**src/rtl/mem_port_arbiter_pkg.sv**
```systemverilog
// Shared types and constants for the instruction/data memory port arbiter.
// Holds the data-memory control encodings, FSM states and requester ids.
package mem_port_arbiter_pkg;

   localparam logic [2:0] DM_B  = 3'b000;
   localparam logic [2:0] DM_H  = 3'b001;
   localparam logic [2:0] DM_W  = 3'b010;
   localparam logic [2:0] DM_BU = 3'b100;
   localparam logic [2:0] DM_HU = 3'b101;

   typedef enum logic [1:0] {
      ST_IDLE  = 2'd0,
      ST_ISSUE = 2'd1,
      ST_WAIT  = 2'd2
   } state_e;

   typedef enum logic {
      OWN_IF = 1'b0,
      OWN_DM = 1'b1
   } owner_e;

   // Extend the low byte or half of v; sign bit is ignored when sgn=0.
   function automatic logic [31:0] load_extend(input logic [15:0] v,
                                               input logic half,
                                               input logic sgn);
      logic [31:0] r;
      if (half) r = {{16{sgn & v[15]}}, v};
      else      r = {{24{sgn & v[7]}}, v[7:0]};
      return r;
   endfunction

endpackage

```
**src/rtl/mem_port_arbiter_if.sv**
```systemverilog
// Single-port memory bus between the arbiter (master) and the memory (slave).
interface mem_port_arbiter_if #(
   parameter int ADDR_W = 32,
   parameter int DATA_W = 32
) ();
   logic              mem_req;
   logic              mem_we;
   logic [ADDR_W-1:0] mem_addr;
   logic [DATA_W-1:0] mem_wdata;
   logic [3:0]        mem_be;
   logic              mem_ready;
   logic              mem_rvalid;
   logic [DATA_W-1:0] mem_rdata;

   modport master (
      output mem_req, mem_we, mem_addr, mem_wdata, mem_be,
      input  mem_ready, mem_rvalid, mem_rdata
   );

   modport slave (
      input  mem_req, mem_we, mem_addr, mem_wdata, mem_be,
      output mem_ready, mem_rvalid, mem_rdata
   );
endinterface

```
**src/rtl/mem_port_arbiter_lsu_lane_align.sv**
```systemverilog
// Byte-lane steering for stores and lane select/extension for loads.
// Also flags misaligned accesses and illegal control codes.
module lsu_lane_align
   import mem_port_arbiter_pkg::*;
(
   input  logic [2:0]  i_ctrl,
   input  logic [1:0]  i_addr_lo,
   input  logic [31:0] i_wdata,
   input  logic [31:0] i_rdata,
   output logic [3:0]  o_be,
   output logic [31:0] o_wdata,
   output logic [31:0] o_rdata,
   output logic        o_misalign
);
   logic [31:0] w_rshift;

   assign w_rshift = i_rdata >> {i_addr_lo, 3'b000};

   always_comb begin
      o_be       = 4'b0000;
      o_wdata    = 32'h0;
      o_rdata    = 32'h0;
      o_misalign = 1'b0;
      case (i_ctrl)
         DM_B, DM_BU: begin
            o_be    = 4'b0001 << i_addr_lo;
            o_wdata = {4{i_wdata[7:0]}};
            o_rdata = load_extend(w_rshift[15:0], 1'b0, i_ctrl == DM_B);
         end
         DM_H, DM_HU: begin
            o_be       = 4'b0011 << i_addr_lo;
            o_wdata    = {2{i_wdata[15:0]}};
            o_rdata    = load_extend(w_rshift[15:0], 1'b1, i_ctrl == DM_H);
            o_misalign = i_addr_lo[0];
         end
         DM_W: begin
            o_be       = 4'b1111;
            o_wdata    = i_wdata;
            o_rdata    = w_rshift;
            o_misalign = |i_addr_lo;
         end
         default: o_misalign = 1'b1;
      endcase
   end
endmodule

```
**src/rtl/mem_port_arbiter.sv**
```systemverilog
// Shares one variable-latency memory port between fetch and load/store,
// with data priority bounded by a starvation counter in favour of fetch.
//
// state    | meaning
// ST_IDLE  | no access outstanding; grant decided here (blocked while an rvalid pulse is out)
// ST_ISSUE | mem_req high, mem_* held until mem_ready
// ST_WAIT  | accepted, waiting for mem_rvalid
module mem_port_arbiter
   import mem_port_arbiter_pkg::*;
#(
   parameter int ADDR_W     = 32,
   parameter int DATA_W     = 32,
   parameter int STARVE_MAX = 4
) (
   input  logic              clk,
   input  logic              rst,
   input  logic              i_if_req,
   input  logic [ADDR_W-1:0] i_if_addr,
   output logic              o_if_rvalid,
   output logic [DATA_W-1:0] o_if_rdata,
   input  logic              i_dm_req,
   input  logic              i_dm_we,
   input  logic [ADDR_W-1:0] i_dm_addr,
   input  logic [DATA_W-1:0] i_dm_wdata,
   input  logic [2:0]        i_dm_ctrl,
   output logic              o_dm_rvalid,
   output logic [DATA_W-1:0] o_dm_rdata,
   output logic              o_dm_err,
   mem_port_arbiter_if.master mem,
   output logic              o_stall
);
   localparam int CNT_W = $clog2(STARVE_MAX + 1);
   localparam logic [CNT_W-1:0] STARVE_LIM = CNT_W'(STARVE_MAX);

   state_e            r_state, w_state_nxt;
   owner_e            r_owner;
   logic              r_we;
   logic [ADDR_W-1:0] r_addr;
   logic [DATA_W-1:0] r_wdata;
   logic [3:0]        r_be;
   logic [2:0]        r_ctrl;
   logic [1:0]        r_alo;
   logic [CNT_W-1:0]  r_starve;
   logic              r_if_rvalid, r_dm_rvalid, r_dm_err;
   logic [DATA_W-1:0] r_if_rdata, r_dm_rdata;

   logic              w_can_grant, w_grant_dm, w_grant_if, w_issue, w_done;
   logic [2:0]        w_ctrl;
   logic [1:0]        w_alo;
   logic [3:0]        w_lane_be;
   logic [31:0]       w_lane_wdata, w_lane_rdata;
   logic              w_lane_err;

   // In IDLE the aligner judges the incoming request; afterwards it extends the response.
   assign w_ctrl = (r_state == ST_IDLE) ? i_dm_ctrl       : r_ctrl;
   assign w_alo  = (r_state == ST_IDLE) ? i_dm_addr[1:0] : r_alo;

   lsu_lane_align u_align (
      .i_ctrl     (w_ctrl),
      .i_addr_lo  (w_alo),
      .i_wdata    (i_dm_wdata),
      .i_rdata    (mem.mem_rdata),
      .o_be       (w_lane_be),
      .o_wdata    (w_lane_wdata),
      .o_rdata    (w_lane_rdata),
      .o_misalign (w_lane_err)
   );

   // The requester still holds req during its rvalid cycle, so no grant then.
   assign w_can_grant = (r_state == ST_IDLE) & ~r_if_rvalid & ~r_dm_rvalid;
   assign w_grant_dm  = w_can_grant & i_dm_req & (r_starve < STARVE_LIM);
   assign w_grant_if  = w_can_grant & ~w_grant_dm & i_if_req;
   assign w_issue     = w_grant_if | (w_grant_dm & ~w_lane_err);
   assign w_done      = ((r_state == ST_ISSUE) & mem.mem_ready & mem.mem_rvalid) |
                        ((r_state == ST_WAIT) & mem.mem_rvalid);

   always_comb begin
      w_state_nxt = r_state;
      case (r_state)
         ST_IDLE:  if (w_issue) w_state_nxt = ST_ISSUE;
         ST_ISSUE: if (mem.mem_ready) w_state_nxt = mem.mem_rvalid ? ST_IDLE : ST_WAIT;
         ST_WAIT:  if (mem.mem_rvalid) w_state_nxt = ST_IDLE;
         default:  w_state_nxt = ST_IDLE;
      endcase
   end

   always_ff @(posedge clk) begin
      if (rst) begin
         r_state     <= ST_IDLE;
         r_owner     <= OWN_IF;
         r_we        <= 1'b0;
         r_addr      <= '0;
         r_wdata     <= '0;
         r_be        <= 4'b0000;
         r_ctrl      <= 3'b000;
         r_alo       <= 2'b00;
         r_starve    <= '0;
         r_if_rvalid <= 1'b0;
         r_if_rdata  <= '0;
         r_dm_rvalid <= 1'b0;
         r_dm_rdata  <= '0;
         r_dm_err    <= 1'b0;
      end else begin
         r_state     <= w_state_nxt;
         r_if_rvalid <= 1'b0;
         r_if_rdata  <= '0;
         r_dm_rvalid <= 1'b0;
         r_dm_rdata  <= '0;
         r_dm_err    <= 1'b0;

         if (w_issue) begin
            r_owner <= w_grant_dm ? OWN_DM : OWN_IF;
            r_we    <= w_grant_dm & i_dm_we;
            r_addr  <= w_grant_dm ? {i_dm_addr[ADDR_W-1:2], 2'b00}
                                  : {i_if_addr[ADDR_W-1:2], 2'b00};
            r_wdata <= w_grant_dm ? w_lane_wdata : '0;
            r_be    <= w_grant_dm ? w_lane_be : 4'b1111;
            r_ctrl  <= i_dm_ctrl;
            r_alo   <= w_grant_dm ? i_dm_addr[1:0] : i_if_addr[1:0];
         end

         if (w_grant_dm & w_lane_err) begin
            r_dm_rvalid <= 1'b1;
            r_dm_err    <= 1'b1;
         end

         // A requester that dropped its req early gets no pulse; the result is discarded.
         if (w_done) begin
            if (r_owner == OWN_IF) begin
               r_if_rvalid <= i_if_req;
               r_if_rdata  <= i_if_req ? mem.mem_rdata : '0;
            end else begin
               r_dm_rvalid <= i_dm_req;
               r_dm_rdata  <= (i_dm_req & ~r_we) ? w_lane_rdata : '0;
            end
         end

         if (!i_if_req || w_grant_if) r_starve <= '0;
         else if (w_grant_dm && (r_starve < STARVE_LIM)) r_starve <= r_starve + 1'b1;
      end
   end

   assign mem.mem_req   = (r_state == ST_ISSUE);
   assign mem.mem_we    = r_we;
   assign mem.mem_addr  = r_addr;
   assign mem.mem_wdata = r_wdata;
   assign mem.mem_be    = r_be;

   assign o_if_rvalid = r_if_rvalid;
   assign o_if_rdata  = r_if_rdata;
   assign o_dm_rvalid = r_dm_rvalid;
   assign o_dm_rdata  = r_dm_rdata;
   assign o_dm_err    = r_dm_err;
   assign o_stall     = (i_if_req & ~r_if_rvalid) | (i_dm_req & ~r_dm_rvalid);
endmodule

```
**src/flat_wrapper.sv**
```systemverilog
// flat-port wrapper written by rule: the top's interface ports become plain ports
module mem_port_arbiter_flat import mem_port_arbiter_pkg::*;
#(
   parameter int ADDR_W     = 32,
   parameter int DATA_W     = 32,
   parameter int STARVE_MAX = 4
)
  (clk, rst, i_if_req, i_if_addr, o_if_rvalid, o_if_rdata, i_dm_req, i_dm_we, i_dm_addr, i_dm_wdata, i_dm_ctrl, o_dm_rvalid, o_dm_rdata, o_dm_err, o_stall, mem_mem_req, mem_mem_we, mem_mem_addr, mem_mem_wdata, mem_mem_be, mem_mem_ready, mem_mem_rvalid, mem_mem_rdata);
  mem_port_arbiter_if #(.ADDR_W(ADDR_W), .DATA_W(DATA_W)) mem_i ();
  input  logic clk;
  input  logic rst;
  input  logic i_if_req;
  input  logic [ADDR_W-1:0] i_if_addr;
  output logic o_if_rvalid;
  output logic [DATA_W-1:0] o_if_rdata;
  input  logic i_dm_req;
  input  logic i_dm_we;
  input  logic [ADDR_W-1:0] i_dm_addr;
  input  logic [DATA_W-1:0] i_dm_wdata;
  input  logic [2:0] i_dm_ctrl;
  output logic o_dm_rvalid;
  output logic [DATA_W-1:0] o_dm_rdata;
  output logic o_dm_err;
  output logic o_stall;
  output wire logic [$bits(mem_i.mem_req)-1:0] mem_mem_req;
  output wire logic [$bits(mem_i.mem_we)-1:0] mem_mem_we;
  output wire logic [$bits(mem_i.mem_addr)-1:0] mem_mem_addr;
  output wire logic [$bits(mem_i.mem_wdata)-1:0] mem_mem_wdata;
  output wire logic [$bits(mem_i.mem_be)-1:0] mem_mem_be;
  input wire logic [$bits(mem_i.mem_ready)-1:0] mem_mem_ready;
  input wire logic [$bits(mem_i.mem_rvalid)-1:0] mem_mem_rvalid;
  input wire logic [$bits(mem_i.mem_rdata)-1:0] mem_mem_rdata;
  assign mem_mem_req = mem_i.mem_req;
  assign mem_mem_we = mem_i.mem_we;
  assign mem_mem_addr = mem_i.mem_addr;
  assign mem_mem_wdata = mem_i.mem_wdata;
  assign mem_mem_be = mem_i.mem_be;
  assign mem_i.mem_ready = mem_mem_ready;
  assign mem_i.mem_rvalid = mem_mem_rvalid;
  assign mem_i.mem_rdata = mem_mem_rdata;
  mem_port_arbiter #(.ADDR_W(ADDR_W), .DATA_W(DATA_W), .STARVE_MAX(STARVE_MAX)) u_core (.clk(clk), .rst(rst), .i_if_req(i_if_req), .i_if_addr(i_if_addr), .o_if_rvalid(o_if_rvalid), .o_if_rdata(o_if_rdata), .i_dm_req(i_dm_req), .i_dm_we(i_dm_we), .i_dm_addr(i_dm_addr), .i_dm_wdata(i_dm_wdata), .i_dm_ctrl(i_dm_ctrl), .o_dm_rvalid(o_dm_rvalid), .o_dm_rdata(o_dm_rdata), .o_dm_err(o_dm_err), .mem(mem_i), .o_stall(o_stall));
endmodule
```
**config.mk**
```make
export PLATFORM = sky130hd
export DESIGN_NAME = mem_port_arbiter_flat
export DESIGN_NICKNAME = d
export VERILOG_FILES = /design/src/rtl/mem_port_arbiter_pkg.sv /design/src/rtl/mem_port_arbiter_if.sv /design/src/rtl/mem_port_arbiter_lsu_lane_align.sv /design/src/rtl/mem_port_arbiter.sv /design/src/flat_wrapper.sv
export SDC_FILE = /design/constraint.sdc
export NUM_CORES = 1
export LEC_CHECK = 0
export ABC_AREA = 1
export ABC_CLOCK_PERIOD_IN_PS = 1700
export BUFFER_PORTS_ARGS = -buffer_cell sky130_fd_sc_hd__buf_4
export CORE_ASPECT_RATIO = 0.7
export CORE_MARGIN = 5
export CORE_UTILIZATION = 44
export CTS_CLUSTER_SIZE = 16
export DETAILED_ROUTE_END_ITERATION = 6
export GPL_ROUTABILITY_DRIVEN = 0
export HOLD_SLACK_MARGIN = 0.08
export PLACE_DENSITY = 0.87
export SLEW_MARGIN = 20
export SYNTH_ARGS = -nofsm -noshare
export SYNTH_HDL_FRONTEND = slang
export SYNTH_SLANG_ARGS = --single-unit
```
**constraint.sdc**
```tcl
create_clock -name clk -period 1.7 [get_ports clk]
set_input_delay 0.17 -clock clk [delete_from_list [all_inputs] [get_ports clk]]
set_output_delay 0.17 -clock clk [all_outputs]
set_load 0.005 [all_outputs]
```
Word-level counts from Yosys, hierarchy flattened
Index checks and enable logic that the tools add are counted.

Add/subtract/negate cells: 1. Magnitude comparators: 1. Equal/unequal tests: 9. Shifts and indexed selects: 3. Mux-type cells: 19. Bitwise gates (word level): 29. Reduce and logical (&&, ||, !) cells: 13.

Operator list (count): $pmux W32 S3 (2); $mux W32 (2); $shr A32 B5 Y32 (1); $and A1 B1 Y1 (17); $mux W2 (6); $pmux W4 S3 (1); $not A1 Y1 (9); $reduce_or A2 Y1 (4); $reduce_or A4 Y1 (2); $eq A3 B3 Y1 const B (2); $pmux W2 S3 (1); $mux W1 (4); $mux W4 (1); $ne A2 B1 Y1 const B (2); $shl A1 B2 Y4 const A (1); $shl A2 B2 Y4 const A (1); $add A3 B1 Y3 const B (1); $eq A3 B1 Y1 const B (1); $eq A3 B2 Y1 const B (1); $logic_not A3 Y1 (1); $lt A3 B3 Y1 const B (1); $mux W3 (1); $or A1 B1 Y1 (3); $pmux W1 S3 (1); 9 further kinds (9).

Register bits: 147. Bits of input ports: 138. Output and inout bits: 138. Word-level logic and storage cells: 89.

Logic depth before layout (Yosys ltp)
Gate-level depths: netlist of run 1.

Depth in word-level cells: 11. Mapped depth: 12. Mapped depth without buffers: 11.

Cells and area by module
From an unflattened synthesis of run 1, not the netlist that was laid out.

Cell total of the unflattened synthesis: 1056. Area total of the unflattened synthesis: 6829.0 µm².

Modules (own cells, without submodules): mem_port_arbiter (times used 1, cells each 762, area each 5517.8 µm², sequential area each 2902.8 µm²); lsu_lane_align (times used 1, cells each 294, area each 1311.3 µm², sequential area each 0.0 µm²).

Least setup slack after synthesis of run 1
Ideal clock, no wire load.

Path kind: register to register. Start point: reg u_core.r_state[1]. End point: reg u_core.r_addr[19] (netlist: u_core.mem.mem_addr[19]). Data arrival time: 1.568 ns. Path slack: 0.017 ns. Cell stages (with the launch flop): 11. Cells stage by stage: dfxtp_1 > nor2_4 > nand2_1 > nor3_4 > nor2_1 > nand2_1 > buf_4 > clkbuf_1 > nand3b_1 > nand2_1 > nor2_1.

Longest elaborated chain between the ends: 9.

RTL lines: start: declaration (line mem_port_arbiter.sv:35) `state_e r_state, w_state_nxt;`; start signal: assignment (line mem_port_arbiter.sv:104) `r_state <= w_state_nxt;`; $logic_not A2 Y1 * (line mem_port_arbiter.sv:55, mem_port_arbiter.sv:56, mem_port_arbiter.sv:70); parallel branches: the longest is 8 deep, another holds $mux W3; end signal: assignment (line mem_port_arbiter.sv:114) `r_addr <= w_grant_dm ? {i_dm_addr[ADDR_W-1:2], 2'b00}`; end: declaration (line mem_port_arbiter.sv:38) `logic [ADDR_W-1:0] r_addr;`.

Every way passes the cells marked *. A chain may end at the register's enable or synchronous reset.

Final worst setup path of run 1
Start point: reg u_core.r_state[1]. End point: reg u_core.r_addr[2] (netlist: u_core.mem.mem_addr[2]).

Same word-level chain as after synthesis.

==> results of run 1 <==
where the power goes:
| group | switching (mW) | internal [mW] | leakage (nW) | total, mW |
|---|---|---|---|---|
| combinational | 4.68 | 3.64 | 4.41 | 8.32 |
| sequential | 0.323 | 3.84 | 1.18 | 4.17 |
| clock | 1.85 | 1.97 | 0.282 | 3.83 |
| total | 6.86 | 9.45 | 5.87 | 16.3 |
Yosys cell counts, types with 2 or more instances:
cell / instances
buf_2: 25
o21ai_1: 2
buf_6: 4
nand3_2: 2
o211ai_1: 6
inv_1: 67
clkbuf_1: 31
clkinv_1: 2
nor3_1: 5
nand3_1: 107
a21oi_1: 83
nand3b_1: 32
nor2_1: 115
nand2_2: 7
buf_4: 7
o21ai_0: 35
o22ai_1: 8
nand2_1: 274
nor2_4: 4
dfxtp_1: 145
layer usage:
metal  vias up  routed length (um)
met5         -                   0
met4         0                3850
met3       420                5790
met2      1142               16600
met1      4407               12400
li1       3950                   -
cell families (layout without fill, tap and decap cells):
family,after synthesis,after routing,synth area share [%]
AO/OA/AOI/OAI,137,137,10.9
adder cells (fa/ha/maj),1,1,0.188
buffers and inverters,137,556,9.05
flip-flops,145,145,43.6
other,1,3,0.0564
AND/OR/NAND/NOR,550,553,36.1
repair_timing:
action / in CTS / in global routing
endpoints found under the setup margin: 107 / 107
pin swaps: 5 / 43
buffers inserted: 1 / 15
cloned: 2 / 19
endpoints found under the hold margin: 67 / 0
hold buffers: 85 / 0
gates resized for setup: 22 / 158
sequential cells by signal (all words and copies together) (netlist names):
| register | flops |
|---|---|
| u_core.mem.mem_wdata | 32 |
| u_core.o_dm_rdata | 32 |
| u_core.o_if_rdata | 32 |
| u_core.mem.mem_addr | 30 |
| u_core.mem.mem_be | 4 |
| u_core.r_ctrl | 3 |
| u_core.r_starve | 3 |
| u_core.r_alo | 2 |
| u_core.r_state | 2 |
| u_core.mem.mem_we | 1 |
| u_core.o_dm_err | 1 |
| u_core.o_dm_rvalid | 1 |
| u_core.o_if_rvalid | 1 |
| u_core.r_owner | 1 |
tightest hold or removal path: stages:
cell,delay [ns]
buf_4,0.09
nor3_1,0.05
o21ai_1,0.13
inv_1,0.05
layout make-up:
| cell class | instances | area [sq um] | share of cell area (%) |
|---|---|---|---|
| timing repair buffer | 454 | 4220 | 35.1 |
| tap | 195 | 244 | 2.03 |
| antenna | 1 | 2.50 | 0.0208 |
| clock inverter | 15 | 159 | 1.32 |
| sequential | 145 | 2910 | 24.2 |
| clock buffer | 17 | 425 | 3.54 |
| inverter | 70 | 265 | 2.21 |
| multi-input combinational | 693 | 3780 | 31.5 |
worst min path at each step:
| stage | startpoint | to | slack, ns |
|---|---|---|---|
| floorplan | mem_mem_rvalid | u_core.r_state[1] | 0.25 |
| global placement | mem_mem_rvalid | u_core.r_state[1] | 0.35 |
| detailed placement | mem_mem_rvalid | u_core.r_state[1] | 0.35 |
| CTS | i_if_addr[23] | u_core.mem.mem_addr[23] | 0.08 |
| global route | mem_mem_ready | u_core.r_state[0] | 0.11 |
| finish | mem_mem_ready | u_core.r_state[0] | 0.09 |
stage by stage:
| stage | setup TNS (ns) | utilization, % | instances | hold slack (ns) |
|---|---|---|---|---|
| CTS | -2.11 | 73.5 | 1555 | 0.0807 |
| detailed placement | -10.90 | 63.0 | 1435 | 0.347 |
| global route | -34.56 | 81.3 | 1590 | 0.110 |
| floorplan | 0 | - | 972 | 0.248 |
| finish | -32.64 | 81.3 | 1590 | 0.0919 |
| global placement | -2.72 | 63.0 | 1435 | 0.349 |
==> results.json, run 1 <==
{
  "status": "finished, violations left",
  "violations": "design-rule violations, negative setup slack",
  "htreeDepth": 4,
  "clk_path_buf_depth": 2,
  "startpoint_type": "flip-flop",
  "cts_sinks": 145,
  "r2r_slack_ns": -0.57,
  "die-area_sq_mm": 0.0177,
  "endpoint": "u_core.mem.mem_addr[2]",
  "drc": 2,
  "relSlewSlack_pct": 65.1,
  "path_buf_inv": 3,
  "netlist_area_sq_mm": 0.00665,
  "p_total_mw": 16.3,
  "antenna_found_initial": 1,
  "grt_usage_pct": 31.6,
  "cts_buffers": 17,
  "area_growth_pct": 80.4,
  "yosys_warnings": 0,
  "min_period_ns": 2.27,
  "final_layout_size_suffix_gt1_share_pct": 38.5,
  "fmax_mhz": 441,
  "yosysTopAreaCell": "dfxtp_1",
  "layout_setup_ws_ns": -0.569,
  "grt_pass1_vias": 8575,
  "async_flop_share_pct": 0,
  "startpoint": "u_core.r_state[1]",
  "tritoncts": "built",
  "synthTopCellsByArea": "dfxtp_1 44%, nand2_1 15%, nand3_1 8.0%",
  "synth.distinct_cells": 30,
  "grt_first_pass_wirelength_mm": 44.5,
  "dieWidth_um": 157,
  "required_ns": 2.01,
  "place_area_sq_mm": 0.00931,
  "cp_num_cells": 12,
  "grt.overflow.total": 0,
  "ys_seq_area_share_pct": 43.6,
  "io_pins": 276,
  "synth_top_area_share_pct": 43.6,
  "synth_edf_count": 0,
  "die_y_um": 113,
  "drt-total-wl_mm": 38.7,
  "finalSetupViolCount": 126,
  "cp_max_fo": 6,
  "r2r_cells": 12,
  "drtAntennaViolNets": 0,
  "portBuffers": 273,
  "top_usage_layer": "met2",
  "drt-initial-drc-count": 1796,
  "met2_usage_pct": 51.9,
  "slowest_delay_ns": 0.39,
  "reg2reg_from": "u_core.r_state[1]",
  "ys_ff_latch": 145,
  "leakage_nw": 5.87,
  "post-dp-hpwl_mm": 17.4,
  "syn_area_per_cell_sq_um": 6.85,
  "synthFlopType": "dfxtp_1",
  "finalHoldViolCount": 0,
  "post-place-ws_ns": -0.191,
  "num_vias": 9919,
  "vias_per_cell": 6.24,
  "tightestPinTransition_ns": 0.524,
  "drtPass1Iterations": 7,
  "min_path_type": "input port to flip-flop",
  "report.final.slew_viol_count": 0,
  "worstSkewPairLatency_ns": 0.44,
  "critical_path.top_delay_family": "simple AND/OR/NAND/NOR gates",
  "critPathArrivalTime_ns": 2.58,
  "endpoint_kind": "flip-flop",
  "fp-row-count": 37,
  "clock-skew-final_ns": 0.0187,
  "start_util_pct": 45.0,
  "r2r_end": "u_core.mem.mem_addr[2]",
  "coreArea_sq_mm": 0.0148,
  "slowest_stage": "dfxtp_4",
  "irDropWorstVdd_uv": 1140,
  "fin_crit_sh_pct": 133,
  "holdPathStages": 4,
  "rsz0062_at_grt": "yes",
  "final_cell_mix": "314 x buf_4, 250 x nand2_1, 143 x dfxtp_1",
  "syn_inst": 971,
  "grt_util_met3_pct": 9.71,
  "nFillCells": 721,
  "final_common_cell": "buf_4",
  "clockRootBuffer": "clkbuf_16",
  "path_clk_slew_ns": 0.08,
  "grt_max_degree": 51,
  "wire_per_inst_um": 24.3,
  "crit_chain": "nor2_4 > buf_6 > nand2_4 > nand2_4 > nand2_4 > a21oi_4 > nand3_4 > buf_12 > clkbuf_16 > nand3b_1 > nand2_1 > nor2_1",
  "worst_path_most_repeated_cell": "nand2_4",
  "fin_area_sq_mm": 0.0120,
  "crit_type": "flip-flop to flip-flop",
  "max_cap_violations": 0,
  "finalNetCount": 1520,
  "p_per_area_mw_per_mm2": 1360,
  "met1_usage_pct": 37.1
}
No activity file was read; power rests on OpenSTA's default activity.
==> inputs of run 2 (changes only) <==
- ABC_CLOCK_PERIOD_IN_PS: 1700 -> 2540
- CORE_UTILIZATION: 44 -> 48
- HOLD_SLACK_MARGIN: 0.08 -> 0.05
- PLACE_DENSITY: 0.87 -> 0.9
- clock period: 1.7 -> 2.54 ns (I/O delays scaled with it)
==> run 2 against run 1 <==
Against the previous run: the flow now finishes without violations; largest power group unchanged; wire length is 42% lower; non-clock buffer count is 165 lower; combinational power is 63% lower; highest routed layer unchanged; sequential share of layout area is 6.7 points higher; first-iteration DRC count is 65% lower.
==> results.json, run 2 (synthesis gave the netlist of run 1 again) <==
{
  "post-dp-hpwl_mm": 16.3,
  "p_per_area_mw_per_mm2": 881,
  "pwr-share-seq_pct": 33.0,
  "min_path_type": "input port to flip-flop",
  "drtAntennaViolNets": 0,
  "drc": 0,
  "htreeDepth": 4,
  "num_vias": 7404,
  "endpoint_kind": "flip-flop",
  "grt_first_pass_wirelength_mm": 34.6,
  "start_util_pct": 48.4,
  "area_growth_pct": 41.1,
  "fp-row-count": 36,
  "leakage_nw": 4.84,
  "die-area_sq_mm": 0.0164,
  "irDropWorstVdd_uv": 534,
  "final_common_cell": "buf_4",
  "swShare_pct": 36.1,
  "finalNetCount": 1352,
  "fin_crit_sh_pct": 90.9,
  "holdBufCountCts": 1,
  "grt_pass1_vias": 6816,
  "grt_usage_pct": 26.5,
  "tritoncts": "built",
  "rsz0062_at_grt": "no",
  "clk_path_buf_depth": 2,
  "finalSetupViolCount": 0,
  "tightestPinTransition_ns": 1.04,
  "pwr-share-comb_pct": 37.1,
  "clockRootBuffer": "clkbuf_16",
  "intPower_mw": 5.28,
  "grt.overflow.total": 0,
  "drt-total-wl_mm": 22.5,
  "final_cell_mix": "283 x buf_4, 273 x nand2_1, 145 x dfxtp_1",
  "vias_per_cell": 5.23,
  "required_ns": 2.83,
  "max_cap_violations": 0,
  "ctsResizeCount": 0,
  "cts_setup_buffers": 0,
  "clkPwrFrac_pct": 29.9,
  "cts_sinks": 145,
  "path_clk_slew_ns": 0.06,
  "final_layout_size_suffix_gt1_share_pct": 27.4,
  "wire_per_inst_um": 15.9,
  "io_pins": 276,
  "grt_max_degree": 66,
  "utilization_pct": 68.3,
  "portBuffers": 273,
  "coreArea_sq_mm": 0.0137,
  "dieWidth_um": 151,
  "clock-skew-final_ns": 0.00948,
  "cp_max_fo": 26,
  "tns_ns": 0,
  "worstSkewPairLatency_ns": 0.41,
  "cts_buffers": 17,
  "num_antenna_cells": 0,
  "report.final.slew_viol_count": 0,
  "antenna_found_initial": 0,
  "crit_type": "flip-flop to flip-flop",
  "fmax_mhz": 433,
  "dp_cells": 1383,
  "status": "finished, final reports clean",
  "switchingPower_mw": 2.99,
  "drt-initial-drc-count": 622,
  "startpoint_type": "flip-flop",
  "critPathArrivalTime_ns": 2.60,
  "drtPass1Iterations": 5,
  "die_y_um": 108,
  "min_period_ns": 2.31,
  "nFillCells": 1151,
  "relSlewSlack_pct": 30.4,
  "finalHoldViolCount": 0,
  "fin_cells": 1415
}
run 2: layout make-up:
cell class	count	area [sq um]	area share, %
Multi-Input combinational cell	690	3170	33.8
Clock inverter	11	130	1.39
Inverter	70	263	2.80
Timing Repair Buffer	289	2230	23.8
Clock buffer	20	447	4.76
Sequential cell	145	2900	30.9
Tap cell	190	238	2.53
run 2: path summary, 6_finish.rpt:
kind                            from                       to  slack, ns  cells after the start
min reg2reg  u_core.mem.mem_wdata[7]  u_core.mem.mem_wdata[7]       0.48                      2
max                u_core.r_state[1]        u_core.r_state[0]       0.23                      8
min                 mem_mem_rdata[3]     u_core.o_if_rdata[3]       0.07                      3
max reg2reg        u_core.r_state[1]        u_core.r_state[0]       0.23                      8
run 2: power by group through the flow:
stage	clock, mW	sequential [mW]	combinational [mW]
after floorplan	0	2.77	1.95
after global placement	0	2.75	2.95
after detailed placement	0	2.77	3.01
after CTS	2.50	2.73	3.04
after global routing	2.60	2.76	3.40
final	2.47	2.73	3.06
run 2: metrics by stage:
step | instance area [sq um] | power [mW] | hold slack [ns] | setup slack (ns)
after detailed placement | 8800 | 5.77 | 0.445 | 0.388
after CTS | 9390 | 8.26 | 0.0638 | 0.247
after floorplan | 6660 | 4.72 | 0.332 | 0.857
after global routing | 9390 | 8.77 | 0.0780 | 0.0395
after global placement | 8800 | 5.70 | 0.443 | 0.482
final | 9390 | 8.27 | 0.0737 | 0.232
run 2: critical path: stages, from the launching register on:
cell and delay (ns):
dfxtp_1 0.37, nor2_4 0.29, nand2_1 0.16, nor3_4 0.30, nor2_1 0.15, nand2_4 0.28
nand2_1 0.27, o21ai_0 0.28, inv_1 0.07
run 2: routing by layer:
layer	track usage [%]	wire length [um]	vias to the layer above	part of all wire (%)
met5	0	0	-	0
li1	-	-	3591	-
met3	7.58	2090	57	9.3
met4	9.31	677	0	3.0
met1	34.4	9350	3385	42
met2	42.3	10400	371	46
